`config.mk`:
```
export PLATFORM = sky130hd
export DESIGN_NAME = ks_pg_input_stage
export DESIGN_NICKNAME = d
export VERILOG_FILES = /design/src/rtl/ks_pg_input_stage.sv
export SDC_FILE = /design/constraint.sdc
export NUM_CORES = 1
export LEC_CHECK = 0
export ABC_AREA = 1
export CAP_MARGIN = 20
export CORE_AREA = 4 4 105 87
export DETAILED_ROUTE_END_ITERATION = 7
export DIE_AREA = 0 0 109 91
export GPL_TIMING_DRIVEN = 1
export PLACE_DENSITY = 0.69
export SLEW_MARGIN = 20
export SYNTH_ARGS = -nofsm -noshare
export SYNTH_HDL_FRONTEND = slang
export SYNTH_SLANG_ARGS = --single-unit
```
`constraint.sdc`:
```
create_clock -name clk -period 2.3 [get_ports clk]
set_input_delay 0.46 -clock clk [delete_from_list [all_inputs] [get_ports clk]]
set_output_delay 0.46 -clock clk [all_outputs]
set_load 0.02 [all_outputs]
```
`src/rtl/ks_pg_input_stage.sv`:
```
// ks_pg_input_stage
//   Head stage of the pipelined Kogge-Stone adder. Operands A/B and carry-in
//   arrive on a valid/ready handshake; the bitwise propagate (A ^ B) and
//   generate (A & B) vectors plus the carry-in are registered and handed to
//   the prefix layers through a 2-entry skid buffer (output register + skid
//   entry). Full throughput: an input and an output transfer may happen on
//   the same edge.
//
//   Handshake: a transfer happens on a rising edge where valid & ready are
//   both high. A source holding valid without ready must keep its data
//   stable. out_valid never drops without an output transfer, and
//   pg_p/pg_g/pg_cin hold steady while out_valid=1 and out_ready=0.
//   in_ready is a register output and never depends combinationally on
//   out_ready.
module ks_pg_input_stage #(
  parameter int WIDTH = 16
) (
  input  logic             clk,
  input  logic             rst_n,
  input  logic             in_valid,
  output logic             in_ready,
  input  logic [WIDTH-1:0] a,
  input  logic [WIDTH-1:0] b,
  input  logic             cin,
  output logic             out_valid,
  input  logic             out_ready,
  output logic [WIDTH-1:0] pg_p,
  output logic [WIDTH-1:0] pg_g,
  output logic             pg_cin
);

  // Occupancy encoding: number of buffered operand sets.
  localparam logic [1:0] ST_EMPTY = 2'd0;
  localparam logic [1:0] ST_ONE   = 2'd1;
  localparam logic [1:0] ST_TWO   = 2'd2;

  logic [1:0]       r_state;
  logic [1:0]       w_state_nxt;
  logic             r_in_ready;

  logic [WIDTH-1:0] r_out_p;
  logic [WIDTH-1:0] r_out_g;
  logic             r_out_cin;
  logic [WIDTH-1:0] r_skid_p;
  logic [WIDTH-1:0] r_skid_g;
  logic             r_skid_cin;

  logic [WIDTH-1:0] w_p;
  logic [WIDTH-1:0] w_g;
  logic             w_in_xfer;
  logic             w_out_xfer;
  logic             w_out_valid;
  logic             w_load_out_in;
  logic             w_load_out_skid;
  logic             w_load_skid;

  // Bitwise propagate/generate; no carry chain, every bit is independent.
  assign w_p = a ^ b;
  assign w_g = a & b;

  assign w_in_xfer  = in_valid & r_in_ready;
  assign w_out_xfer = w_out_valid & out_ready;

  // State register; in_ready is registered alongside it from the next state.
  always_ff @(posedge clk or negedge rst_n) begin
    if (!rst_n) begin
      r_state    <= ST_EMPTY;
      r_in_ready <= 1'b1;
    end else begin
      r_state    <= w_state_nxt;
      r_in_ready <= (w_state_nxt != ST_TWO);
    end
  end

  // Next-state logic: occupancy follows input/output transfers.
  always_comb begin
    w_state_nxt = r_state;
    case (r_state)
      ST_EMPTY: begin
        if (w_in_xfer) w_state_nxt = ST_ONE;
      end
      ST_ONE: begin
        if (w_in_xfer && !w_out_xfer)      w_state_nxt = ST_TWO;
        else if (!w_in_xfer && w_out_xfer) w_state_nxt = ST_EMPTY;
        else                               w_state_nxt = ST_ONE;
      end
      ST_TWO: begin
        // in_ready is low here, so only an output transfer can occur.
        if (w_out_xfer) w_state_nxt = ST_ONE;
      end
      default: w_state_nxt = ST_EMPTY;
    endcase
  end

  // Output/datapath control decoded from the current state and transfers.
  always_comb begin
    w_out_valid     = 1'b0;
    w_load_out_in   = 1'b0;
    w_load_out_skid = 1'b0;
    w_load_skid     = 1'b0;
    case (r_state)
      ST_EMPTY: begin
        w_load_out_in = w_in_xfer;
      end
      ST_ONE: begin
        w_out_valid   = 1'b1;
        // Output register frees up this edge: new data goes straight in.
        w_load_out_in = w_in_xfer & w_out_xfer;
        // Output register stalled: new data parks in the skid entry.
        w_load_skid   = w_in_xfer & ~w_out_xfer;
      end
      ST_TWO: begin
        w_out_valid     = 1'b1;
        w_load_out_skid = w_out_xfer;
      end
      default: begin
        w_out_valid = 1'b0;
      end
    endcase
  end

  // Output register: loads either fresh P/G/cin or the parked skid entry.
  always_ff @(posedge clk or negedge rst_n) begin
    if (!rst_n) begin
      r_out_p   <= '0;
      r_out_g   <= '0;
      r_out_cin <= 1'b0;
    end else if (w_load_out_in) begin
      r_out_p   <= w_p;
      r_out_g   <= w_g;
      r_out_cin <= cin;
    end else if (w_load_out_skid) begin
      r_out_p   <= r_skid_p;
      r_out_g   <= r_skid_g;
      r_out_cin <= r_skid_cin;
    end
  end

  // Skid entry: captures data accepted while the output register is stalled.
  always_ff @(posedge clk or negedge rst_n) begin
    if (!rst_n) begin
      r_skid_p   <= '0;
      r_skid_g   <= '0;
      r_skid_cin <= 1'b0;
    end else if (w_load_skid) begin
      r_skid_p   <= w_p;
      r_skid_g   <= w_g;
      r_skid_cin <= cin;
    end
  end

  assign in_ready  = r_in_ready;
  assign out_valid = w_out_valid;
  assign pg_p      = r_out_p;
  assign pg_g      = r_out_g;
  assign pg_cin    = r_out_cin;

endmodule

```
# --- Word level (Yosys, flattened, before mapping) ---
# Index checks and enable logic that the tools add are counted.
word_totals:
  register_bits: 69
  latchBits: 0
  ram_bits: 0
  mem_bits_ro: 0
  input_bits: 37
  output_inout_bits: 35
  word_cells: 40
  n_memories: 0
classes:
  n_addsub: 0
  n_mul: 0
  n_div: 0
  magnitude_cmp: 0
  eq_ne: 3
  shift: 0
  mux: 15
  n_bitwise: 7
  reduce_logical: 7
op_table:
  columns: ["op", "count"]
  rows:
  - ["$mux 16", 4]
  - ["$and 16x16->16", 1]
  - ["$xor 16x16->16", 1]
  - ["$mux 1", 6]
  - ["$mux 2", 3]
  - ["$pmux 2 s3", 1]
  - ["$and 1x1->1", 4]
  - ["$eq 2x1->1 const B", 1]
  - ["$eq 2x2->1 const B", 1]
  - ["$logic_and 1x1->1", 2]
  - ["$logic_not 1->1", 2]
  - ["$logic_not 2->1", 1]
  - ["$ne 2x2->1 const B", 1]
  - ["$pmux 1 s2", 1]
  - ["$reduce_bool 2->1", 1]
  - ["$reduce_or 2->1", 1]
  - ["$not 1->1", 1]

# --- Logic depth before layout (Yosys ltp) ---
# Gate-level depths: netlist of the first run.
logic_depth:
  word_depth: 9
  ltp_mapped: 10
  ltp_nobuf: 8

# --- Worst setup path after synthesis of the first run ---
# OpenSTA, ideal clock, no wires.
synth_path:
  kind: "register -> register"
  from: "register r_state[0]"
  to: "register r_out_cin (netlist: pg_cin)"
  setup_ns: 0.117
  t_arrival_ns: 1.675
  t_required_ns: 2.183
  setup_slack_ns: 0.508
  stages_incl_launch_ff: 10
  n_path_buf: 2
  synth_period_minus_slack_ns: 1.792
  cell_sequence: "dfrtp_1 inv_1 ha_1 nand2_2 o21bai_4 nand2_1 buf_2 buf_2 nand3_1 nand2_1"
synth_via:
  elab_chain_len: 7
  word_cells_on_any_way: 11
  classes_between: "eq/ne: 2; mux: 4; bitwise: 2; reduce/logical: 3"
synth_rtl:
  columns: ["item", "line", "rtl"]
  rows:
  - ["start: declaration", "37", "logic [1:0] r_state;"]
  - ["start signal: assignment", "70", "r_state <= w_state_nxt;"]
  - ["$eq 2x1->1 or $eq 2x2->1 (tied branches)", "101", "case (r_state)"]
  - ["$reduce_or 2->1 (no source line) *", null, null]
  - ["$mux 1 *", "101", null]
  - ["net out_valid", "25", "output logic out_valid,"]
  - ["$and 1x1->1 *", "62", "assign w_out_xfer = w_out_valid & out_ready;"]
  - ["$and 1x1->1", "108", "w_load_out_in = w_in_xfer & w_out_xfer;"]
  - ["$pmux 1 s2", "101", null]
  - ["$mux 1 or $reduce_bool 2->1 (tied branches)", null, null]
  - ["end signal: assignment", "131", "r_out_cin <= cin;"]
  - ["end signal: assignment", "135", "r_out_cin <= r_skid_cin;"]
  - ["end: declaration", "43", "logic r_out_cin;"]
# The timed path passes the listed nets; every way through them passes the cells marked *.
# A chain may end at the register's enable or synchronous reset.

# --- Final worst setup path of the first run ---
layout_path:
  from: "register r_in_ready (netlist: in_ready)"
  to: "output port in_ready"
layout_rtl:
  columns: ["item", "line", "rtl"]
  rows:
  - ["start: declaration", "39", "logic r_in_ready;"]
  - ["start signal: assignment", "71", "r_in_ready <= (w_state_nxt != ST_TWO);"]
  - ["end: declaration", "21", "output logic in_ready,"]
# No word-level cell between the ends.

==> run metrics, run 1 <==
syn_nets=497; effective utilization at floorplan=43.58%; adder-cell area share of the yosys netlist=7.225%; delay-heaviest family, CP=buffers and inverters; Tcrit/Tclk final=83.14%; largest net degree at the start of global routing=70; fillcell total=751; Final setup viols=0; Cell variety after synth=17; TNS Setup=0 ns; hold crit path type=input port to async pin; worst slew pin tran=0.8817 ns; Final Max Slew Viols=0; PD cells=1357 mW/mm^2; post-CTS setup buffer count=0; Synth-to-Final Area Change=28.32%; final-stage net count=560; Detail Placement HPWL=5.246 mm; final instance area=0.004444 sq mm; RR Startpoint=r_state[1]; RSZ-0062 raised after global routing=false; chip height=91 um; Mean Syn Cell Area=7.871 sq um; RR Endpoint=pg_g[3]; Final Critical Period=1.912 ns; leak pwr=2.292 nW; Buf+Inv Stages, Crit Path=1; CTS root buffer=clkbuf_8; initial antenna violation count=0; crit-path cells=clkdlybuf4s50_1; R2R depth=8; floorplan row count=29; worst clock skew=0.005311 ns; crit path max-delay cell type=clkdlybuf4s50_1; R2R Setup Slk=0.47 ns; synthesized area=0.003463 sq mm; status=finished clean; CP Launch Type=register; Ant. Diodes=0; CTS Sinks=69; DP Cell Count=600; max cap viols=0; Synth Area in Simple Gates=29.80%; GPL Wtd Cong=0.7623; maximum vdd drop=623.3 uV; CORE AREA=0.007946 sq mm; Routed WL=8.105 mm; clock tree buffer depth=2; WL/cell=13.20 um; type of the worst setup path=register to output pin; largest family of logic cells by synthesized area=simple AND/OR/NAND/NOR gates; Syn. warnings=0; Fmax achieved=0.5230 GHz; htree depth=3; Seq/Total Area, Yosys=49.89%; DR pass1 iterations=4; Residual DRC=0; Ports=72; mux cell area share after synthesis=0%; final hold slack=0.2359 ns; GRT Total Usage=17.55%; DP Area=0.004258 sq mm; Worst-path clk slew=0.07 ns; ranking of synthesized cells by area=dfrtp_1, nand2_1, nand3_1; Util after Layout=55.93%; fraction of layout instances using a drive strength above 1=5.534%; Routed Antenna Nets=0; chip width=109 um; largest area contributor in the netlist=dfrtp_1; Worst path max stage delay=0.59 ns; cell count after synthesis=440; Buffers on Ports=71; post-synthesis xor/xnor area fraction=0%; CP max FO=2; Synth Area in Compound Gates=5.455%; Vias=2,948; vias in the first global route=2,858; Seq cells post-synth=69; Fin. Hold Viols=0; Arr. time, crit path=1.45 ns; first-pass GRT wire length=14.03 mm; clock latency on the worst-skew pair=0.34 ns; Vias per Instance=4.801; TritonCTS Buffers=9; die area=0.009919 sq mm; CP endpoint kind=output pin; DRT iter0 DRCs=152; relative slew slack=41.22%; WP data required=1.84 ns; CTS tree=built; proportion of netlist area held by the largest area contributor=49.13%; total gr overflow=0; Layout Cells excl Fill=614
## how the worst max path moves through the flow
stage / depth (start not counted) / start / end / slack [ns]
2_1_floorplan: 9 / r_state[0] / pg_cin / 0.51
3_3_place_gp: 7 / out_ready / pg_p[15] / 0.33
3_5_place_dp: 7 / out_ready / pg_p[15] / 0.28
4_1_cts: 3 / r_state[1] / out_valid / 0.07
5_1_grt: 8 / r_state[1] / pg_p[1] / 0.26
6_report: 1 / in_ready / in_ready / 0.39
## cell usage after synthesis (all sizes together)
cell / number
a21oi: 1
o21bai: 1
nor2: 4
ha: 20
nand3: 67
nand2: 181
clkbuf: 9
o21ai: 33
buf: 17
dfrtp: 68
inv: 38
dfstp: 1
## metal layers
layer	part of all wire (%)	vias to the layer above	routed length [um]	global-route usage, %
met5	0	-	0	0
met4	0.41	0	33	3.155
met3	6.3	4	509	5.177
met2	45	76	3678	25.97
met1	48	1362	3885	25.82
li1	-	1506	-	-
## layout by cell type, fill, tap and decap left out
cell / count
nand2_1: 179
dlymetal6s2s_1: 1
nor2_1: 4
clkinv_2: 1
nand2_2: 2
nand3_2: 1
inv_1: 37
dfstp_2: 1
inv_2: 1
o21bai_4: 1
o21ai_0: 30
a21oi_1: 1
clkbuf_8: 13
o21ai_1: 3
clkdlybuf4s50_1: 69
buf_4: 7
dfrtp_1: 68
buf_12: 1
nand3_1: 66
ha_1: 20
## power breakdown
group	leakage [nW]	internal, mW	switching (mW)	total (mW)
Combinational	1.35	1.22	1.73	2.95
Sequential	0.844	1.83	0.335	2.16
Clock	0.0974	0.496	0.423	0.919
## area by class of cell
type | instances | area [sq um] | area share (%)
repair buffers | 78 | 775.7 | 17.45
clock buffers | 13 | 178.9 | 4.026
flip-flops and latches | 69 | 1728 | 38.88
inverters | 38 | 142.6 | 3.209
well taps | 108 | 135.1 | 3.041
multi-input cells | 307 | 1479 | 33.28
clock inverters | 1 | 5.005 | 0.1126
## logic make-up (layout without fill, tap and decap cells)
logic type | Yosys count | in the layout
compound gates | 35 | 35
fa+ha+maj | 20 | 20
buf+inv | 64 | 130
flops | 69 | 69
simple gates | 252 | 252
## per-stage QoR
step / power (mW) / worst slack, ns
5_1_grt: 6.572 / 0.2646
3_5_place_dp: 5.166 / 0.2810
4_1_cts: 6.114 / 0.06945
2_1_floorplan: 4.005 / 0.5082
3_3_place_gp: 5.097 / 0.3282
6_report: 6.032 / 0.3878
## flip-flops by register name, indices dropped and copies added, names as in the netlist
register,flops
r_state,2
pg_cin,1
r_skid_g,16
pg_g,16
in_ready,1
r_skid_p,16
r_skid_cin,1
pg_p,16
## repair_timing
action | CTS | global route
endpoints found under the hold margin | 0 | 0
hold buffers | 0 | 0
endpoints found under the setup margin | 0 | 1
gates resized for setup | 0 | 1
(Power assumes the default switching activity.)
==> inputs of run 2 (changes only) <==
==> constraint.sdc (replaced) <==
create_clock -name clk -period 1.78 [get_ports clk]
set_input_delay 0.356 -clock clk [delete_from_list [all_inputs] [get_ports clk]]
set_output_delay 0.356 -clock clk [all_outputs]
set_load 0.02 [all_outputs]
==> run metrics, run 2 (same netlist as run 1, synthesis figures left out) <==
status=finished clean; htree depth=3 (unchanged); Comb power frac=49.9% (+1.0 points); final-stage net count=568 (+1.4%); Tcrit/Tclk final=96.38%; fillcell total=716 (-4.7%); WL/cell=13.20 um (about the same); chip height=91 um (unchanged); dpl ws=0.05535 ns (-0.2256 ns); DRT iter0 DRCs=188 (+24%); CORE AREA=0.007946 sq mm (unchanged); Residual DRC=0 (unchanged); final instance area=0.004573 sq mm (+2.9%); clock latency on the worst-skew pair=0.34 ns (about the same); GRT Total Usage=17.86% (+0.31 points); Vias per Instance=4.867 (+1.4%); TNS Setup=0 ns (unchanged); worst slew pin tran=0.3843 ns (-0.4974 ns); Worst-path clk slew=0.08 ns (about the same); CTS root buffer=clkbuf_8; clock tree buffer depth=2 (unchanged); maximum vdd drop=723.1 uV (+16%); Buf+Inv Stages, Crit Path=1 (unchanged); Worst path max stage delay=0.63 ns (+0.04 ns); CP max FO=2 (unchanged); Fmax achieved=0.5829 GHz; worst clock skew=0.007387 ns (+0.002076 ns); RSZ-0062 raised after global routing=false; GPL Wtd Cong=0.8034 (+5.4%); total gr overflow=0 (unchanged); crit path max-delay cell type=clkdlybuf4s50_1; Clock Power Share=15.8% (+0.6 points); chip width=109 um (unchanged); effective utilization at floorplan=43.58% (unchanged); switching portion of total power=41.14% (-0.062 points); delay-heaviest family, CP=buffers and inverters; CP endpoint kind=output pin; Ports=72 (unchanged); CTS Sinks=69 (unchanged); floorplan row count=29 (unchanged); net load switching power=3.332 mW (+34%); vias in the first global route=2,907 (+1.7%); leak pwr=2.331 nW (+1.7%); first-pass GRT wire length=14.23 mm (+1.4%); fraction of layout instances using a drive strength above 1=7.558% (+2.0 points); most common cell after layout, fill and taps aside=nand2_1; DR pass1 iterations=5 (+1); Buffers on Ports=71 (unchanged); most frequent cells in the layout=nand2_1, clkdlybuf4s50_1, dfrtp_1, nand3_1, inv_1; Synth-to-Final Area Change=32.04%; CP Launch Type=register; die area=0.009919 sq mm (unchanged); register share of total power=34.4% (-1.5 points); max cap viols=0 (unchanged); Ant. Diodes=0 (unchanged); Util after Layout=57.55% (+1.6 points); Final Max Slew Viols=0 (unchanged); Final setup viols=0 (unchanged); largest net degree at the start of global routing=43 (-39%); Final Critical Period=1.716 ns; Routed WL=8.238 mm (+1.6%); final worst slack=0.06439 ns (-0.3234 ns); initial antenna violation count=0 (unchanged); hold crit path type=input port to async pin; type of the worst setup path=register to output pin; WP data required=1.42 ns (-0.42 ns); Fin. Hold Viols=0 (unchanged); Detail Placement HPWL=5.552 mm (+5.8%); relative slew slack=74.38% (+33 points); Arr. time, crit path=1.36 ns (-0.09 ns); Tot Pwr=8.100 mW (+34%); PD cells=1771 mW/mm^2 (+30%); Vias=3,037 (+3.0%); crit-path cells=clkdlybuf4s50_1; Routed Antenna Nets=0 (unchanged); DP Area=0.004355 sq mm (+2.3%); Pint=4.767 mW (+34%); CTS tree=built; TritonCTS Buffers=9 (unchanged)
run 2: changes by cell type in the layout (fill, tap and decap cells not counted):
| cell | delta |
|---|---|
| buf_12 | +4 |
| buf_4 | +3 |
| clkbuf_8 | -3 |
| clkinvlp_4 | +3 |
| bufinv_16 | +1 |
| clkdlybuf4s15_2 | +1 |
| clkdlybuf4s50_1 | -1 |
| clkinv_2 | +1 |
| dlygate4sd2_1 | +1 |
| dlygate4sd3_1 | +1 |
| dlymetal6s2s_1 | -1 |
| ha_1 | -1 |
| ha_2 | +1 |
run 2: final timing paths:
path	slack (ns)	endpoint	cells past startpoint	start
max reg2reg	0.17	pg_p[2]	9	r_state[0]
min reg2reg	0.49	r_skid_g[6]	2	r_skid_g[6]
max	0.06	pg_g[9]	1	pg_g[9]
min in group clk	0.49	r_skid_g[6]	2	r_skid_g[6]
min	0.48	r_state[1]	2	rst_n
max in group asynchronous	0.75	r_skid_p[10]	3	rst_n
run 2: cell type report:
type / count / area [sq um] / share of cell area, %
multi-input combinational: 307 / 1481 / 32.39
tap: 108 / 135.1 / 2.955
clock inverter: 6 / 62.56 / 1.368
sequential: 69 / 1728 / 37.78
inverter: 38 / 142.6 / 3.119
timing repair buffer: 86 / 885.9 / 19.37
clock buffer: 10 / 137.6 / 3.010
run 2: layer usage:
layer | track usage [%] | part of all wire [%] | vias up
li1 | - | - | 1524
met1 | 25.14 | 46 | 1412
met2 | 27.10 | 46 | 94
met3 | 5.248 | 6.6 | 7
met4 | 4.522 | 0.97 | 0
met5 | 0 | 0 | -
run 2: power by group through the flow:
stage | sequential, mW | combinational, mW | clock (mW)
floorplan | 3.23 | 1.95 | 0
global placement | 2.79 | 3.97 | 0
detailed placement | 2.82 | 4.05 | 0
CTS | 2.79 | 4.07 | 1.32
global route | 2.88 | 4.50 | 1.40
finish | 2.78 | 4.04 | 1.28
run 2: timing repair:
item                                    in CTS  in global routing
hold endpoints to repair                    27                  0
resized for setup                            4                  0
endpoints found under the setup margin       2                  2
setup buffers                                0                  1
hold buffers                                 1                  0
run 2: stage by stage:
stage          cells  hold WS (ns)
6_report         624        0.4785
5_1_grt          624        0.5060
4_1_cts          623        0.4737
3_5_place_dp     606        0.3044
3_3_place_gp     606        0.3046
2_1_floorplan    440       0.06041
==> inputs of run 3 (changes only) <==
--- a/config.mk
+++ b/config.mk
@@ -7,11 +7,11 @@
 export LEC_CHECK = 0
 export ABC_AREA = 1
 export CAP_MARGIN = 20
-export CORE_AREA = 4 4 105 87
+export CORE_AREA = 4 4 98 81
 export DETAILED_ROUTE_END_ITERATION = 7
-export DIE_AREA = 0 0 109 91
+export DIE_AREA = 0 0 102 85
 export GPL_TIMING_DRIVEN = 1
-export PLACE_DENSITY = 0.69
+export PLACE_DENSITY = 0.78
 export SLEW_MARGIN = 20
 export SYNTH_ARGS = -nofsm -noshare
 export SYNTH_HDL_FRONTEND = slang
==> run metrics, run 3 (same netlist as run 1, synthesis figures left out) <==
relative slew slack=64.10% (-10 points); DR pass1 iterations=5 (unchanged); chip width=102 um (-6.4%); CTS root buffer=clkbuf_8; hold path start=r_skid_g[12]; WP data required=1.42 ns (about the same); Fin. Hold Viols=0 (unchanged); RSZ-0062 raised after global routing=false; Tcrit/Tclk final=95.99% (-0.39 points); TritonCTS Buffers=9 (unchanged); most common cell after layout, fill and taps aside=nand2_1; Residual DRC=0 (unchanged); WL/cell=14.89 um (+13%); clock tree buffer depth=2 (unchanged); htree depth=3 (unchanged); die area=0.008670 sq mm (-13%); Routed Antenna Nets=0 (unchanged); Final setup viols=0 (unchanged); floorplan row count=27 (-6.9%); Arr. time, crit path=1.35 ns (about the same); PD cells=1827 mW/mm^2 (+3.1%); Routed WL=8.980 mm (+9.0%); max cap viols=0 (unchanged); status=finished clean; final-stage net count=569 (+0.18%); Ports=72 (unchanged); fraction of layout instances using a drive strength above 1=7.752% (+0.19 points); top sig layer=met4; worst clock skew=0.008518 ns (+0.001131 ns); met2 WL=4.110 mm (+8.2%); R2R depth=9 (unchanged); WL met1=3.983 mm (+4.5%); most frequent cells in the layout=nand2_1, clkdlybuf4s50_1, dfrtp_1, nand3_1, inv_1; chip height=85 um (-6.6%); met3 routed WL=809 um (+49%); R2R Setup Slk=0.12 ns (-0.05 ns); TNS Setup=0 ns (unchanged); DRT iter0 DRCs=318 (+69%); fillcell total=551 (-23%); leak pwr=2.377 nW (+2.0%); clock latency on the worst-skew pair=0.34 ns (about the same); total gr overflow=0 (unchanged); Buffers on Ports=71 (unchanged); Ant. Diodes=0 (unchanged); Fmax achieved=0.5853 GHz (+0.41%); Vias=3,146 (+3.6%); Worst-path clk slew=0.07 ns (about the same); RR Startpoint=r_state[0]; Final Critical Period=1.709 ns (-0.006974 ns); Util after Layout=67.07% (+9.5 points); CORE AREA=0.006892 sq mm (-13%); Final Max Slew Viols=0 (unchanged); maximum vdd drop=826.5 uV (+14%); effective utilization at floorplan=50.25% (+6.7 points); worst slew pin tran=0.5386 ns (+0.1542 ns); GPL Wtd Cong=0.7825 (-2.6%); CP max FO=4 (+2); hold crit path type=register to register; first-pass GRT wire length=13.95 mm (-2.0%); initial antenna violation count=0 (unchanged); hold depth=2; Synth-to-Final Area Change=33.45%; CTS tree=built; Vias per Instance=5.217 (+7.2%); type of the worst setup path=register to output pin; Detail Placement HPWL=5.487 mm (-1.2%); GRT Total Usage=19.92% (+2.1 points); largest net degree at the start of global routing=68 (+58%); vias in the first global route=2,892 (-0.52%); CP endpoint kind=output pin; hold endpoint=r_skid_g[12]; CTS Sinks=69 (unchanged); CP Launch Type=register; RR Endpoint=pg_p[2]
==> run 3: area by class of cell <==
cell class	count	area, sq um	share of cell area [%]
clock inverter	4	47.55	1.029
inverter	38	142.6	3.086
multi-input combinational	307	1501	32.49
tap	87	108.9	2.355
sequential	69	1728	37.39
timing repair buffer	87	942.2	20.38
clock buffer	11	151.4	3.276
==> run 3: worst max-delay path by stage <==
stage,startpoint,endpoint,slack (ns),cells after the start
global placement,r_state[0],out_valid,0.07,3
floorplan,r_state[0],pg_cin,0.03,9
CTS,r_state[0],out_valid,0.02,3
finish,r_state[0],out_valid,0.07,3
detailed placement,r_state[0],out_valid,0.02,3
global route,pg_g[1],pg_g[1],0.005,1
==> run 3: per-stage QoR <==
| step | hold slack, ns | power, mW | worst slack [ns] | instance area (sq um) | instances |
|---|---|---|---|---|---|
| final | 0.4889 | 8.443 | 0.07136 | 4622 | 603 |
| after global routing | 0.5048 | 9.080 | 0.004744 | 4622 | 603 |
| after CTS | 0.4903 | 8.122 | 0.02056 | 4533 | 599 |
| after detailed placement | 0.3531 | 6.830 | 0.01962 | 4324 | 583 |
| after global placement | 0.3584 | 6.698 | 0.06525 | 4324 | 583 |
| after floorplan | 0.06041 | 5.182 | 0.02821 | 3466 | 440 |
==> run 3: worst max-delay path, stage by stage, from the launching register on <==
cell             delay (ns)
dfrtp_1                0.39
inv_2                  0.08
ha_4                   0.28
clkdlybuf4s15_2        0.25
==> run 3: where the power goes <==
part | switching (mW) | internal (mW) | leakage, nW
Clock | 0.580 | 0.711 | 0.101
Sequential | 0.449 | 2.36 | 0.844
Combinational | 2.46 | 1.88 | 1.43
==> run 3: per-layer routing <==
metal | global-route usage, % | vias to the layer above
met2 | 30.32 | 146
met1 | 28.81 | 1463
li1 | - | 1527
met4 | 3.695 | 0
met3 | 5.505 | 10
met5 | 0 | -
==> run 3: repair_timing <==
action / 4_1_cts / 5_1_grt
hold endpoints to repair: 17 / 0
setup endpoints to repair: 2 / 28
hold buffers: 1 / 0
buffers inserted: 0 / 2
resized for setup: 5 / 4
cloned: 0 / 2
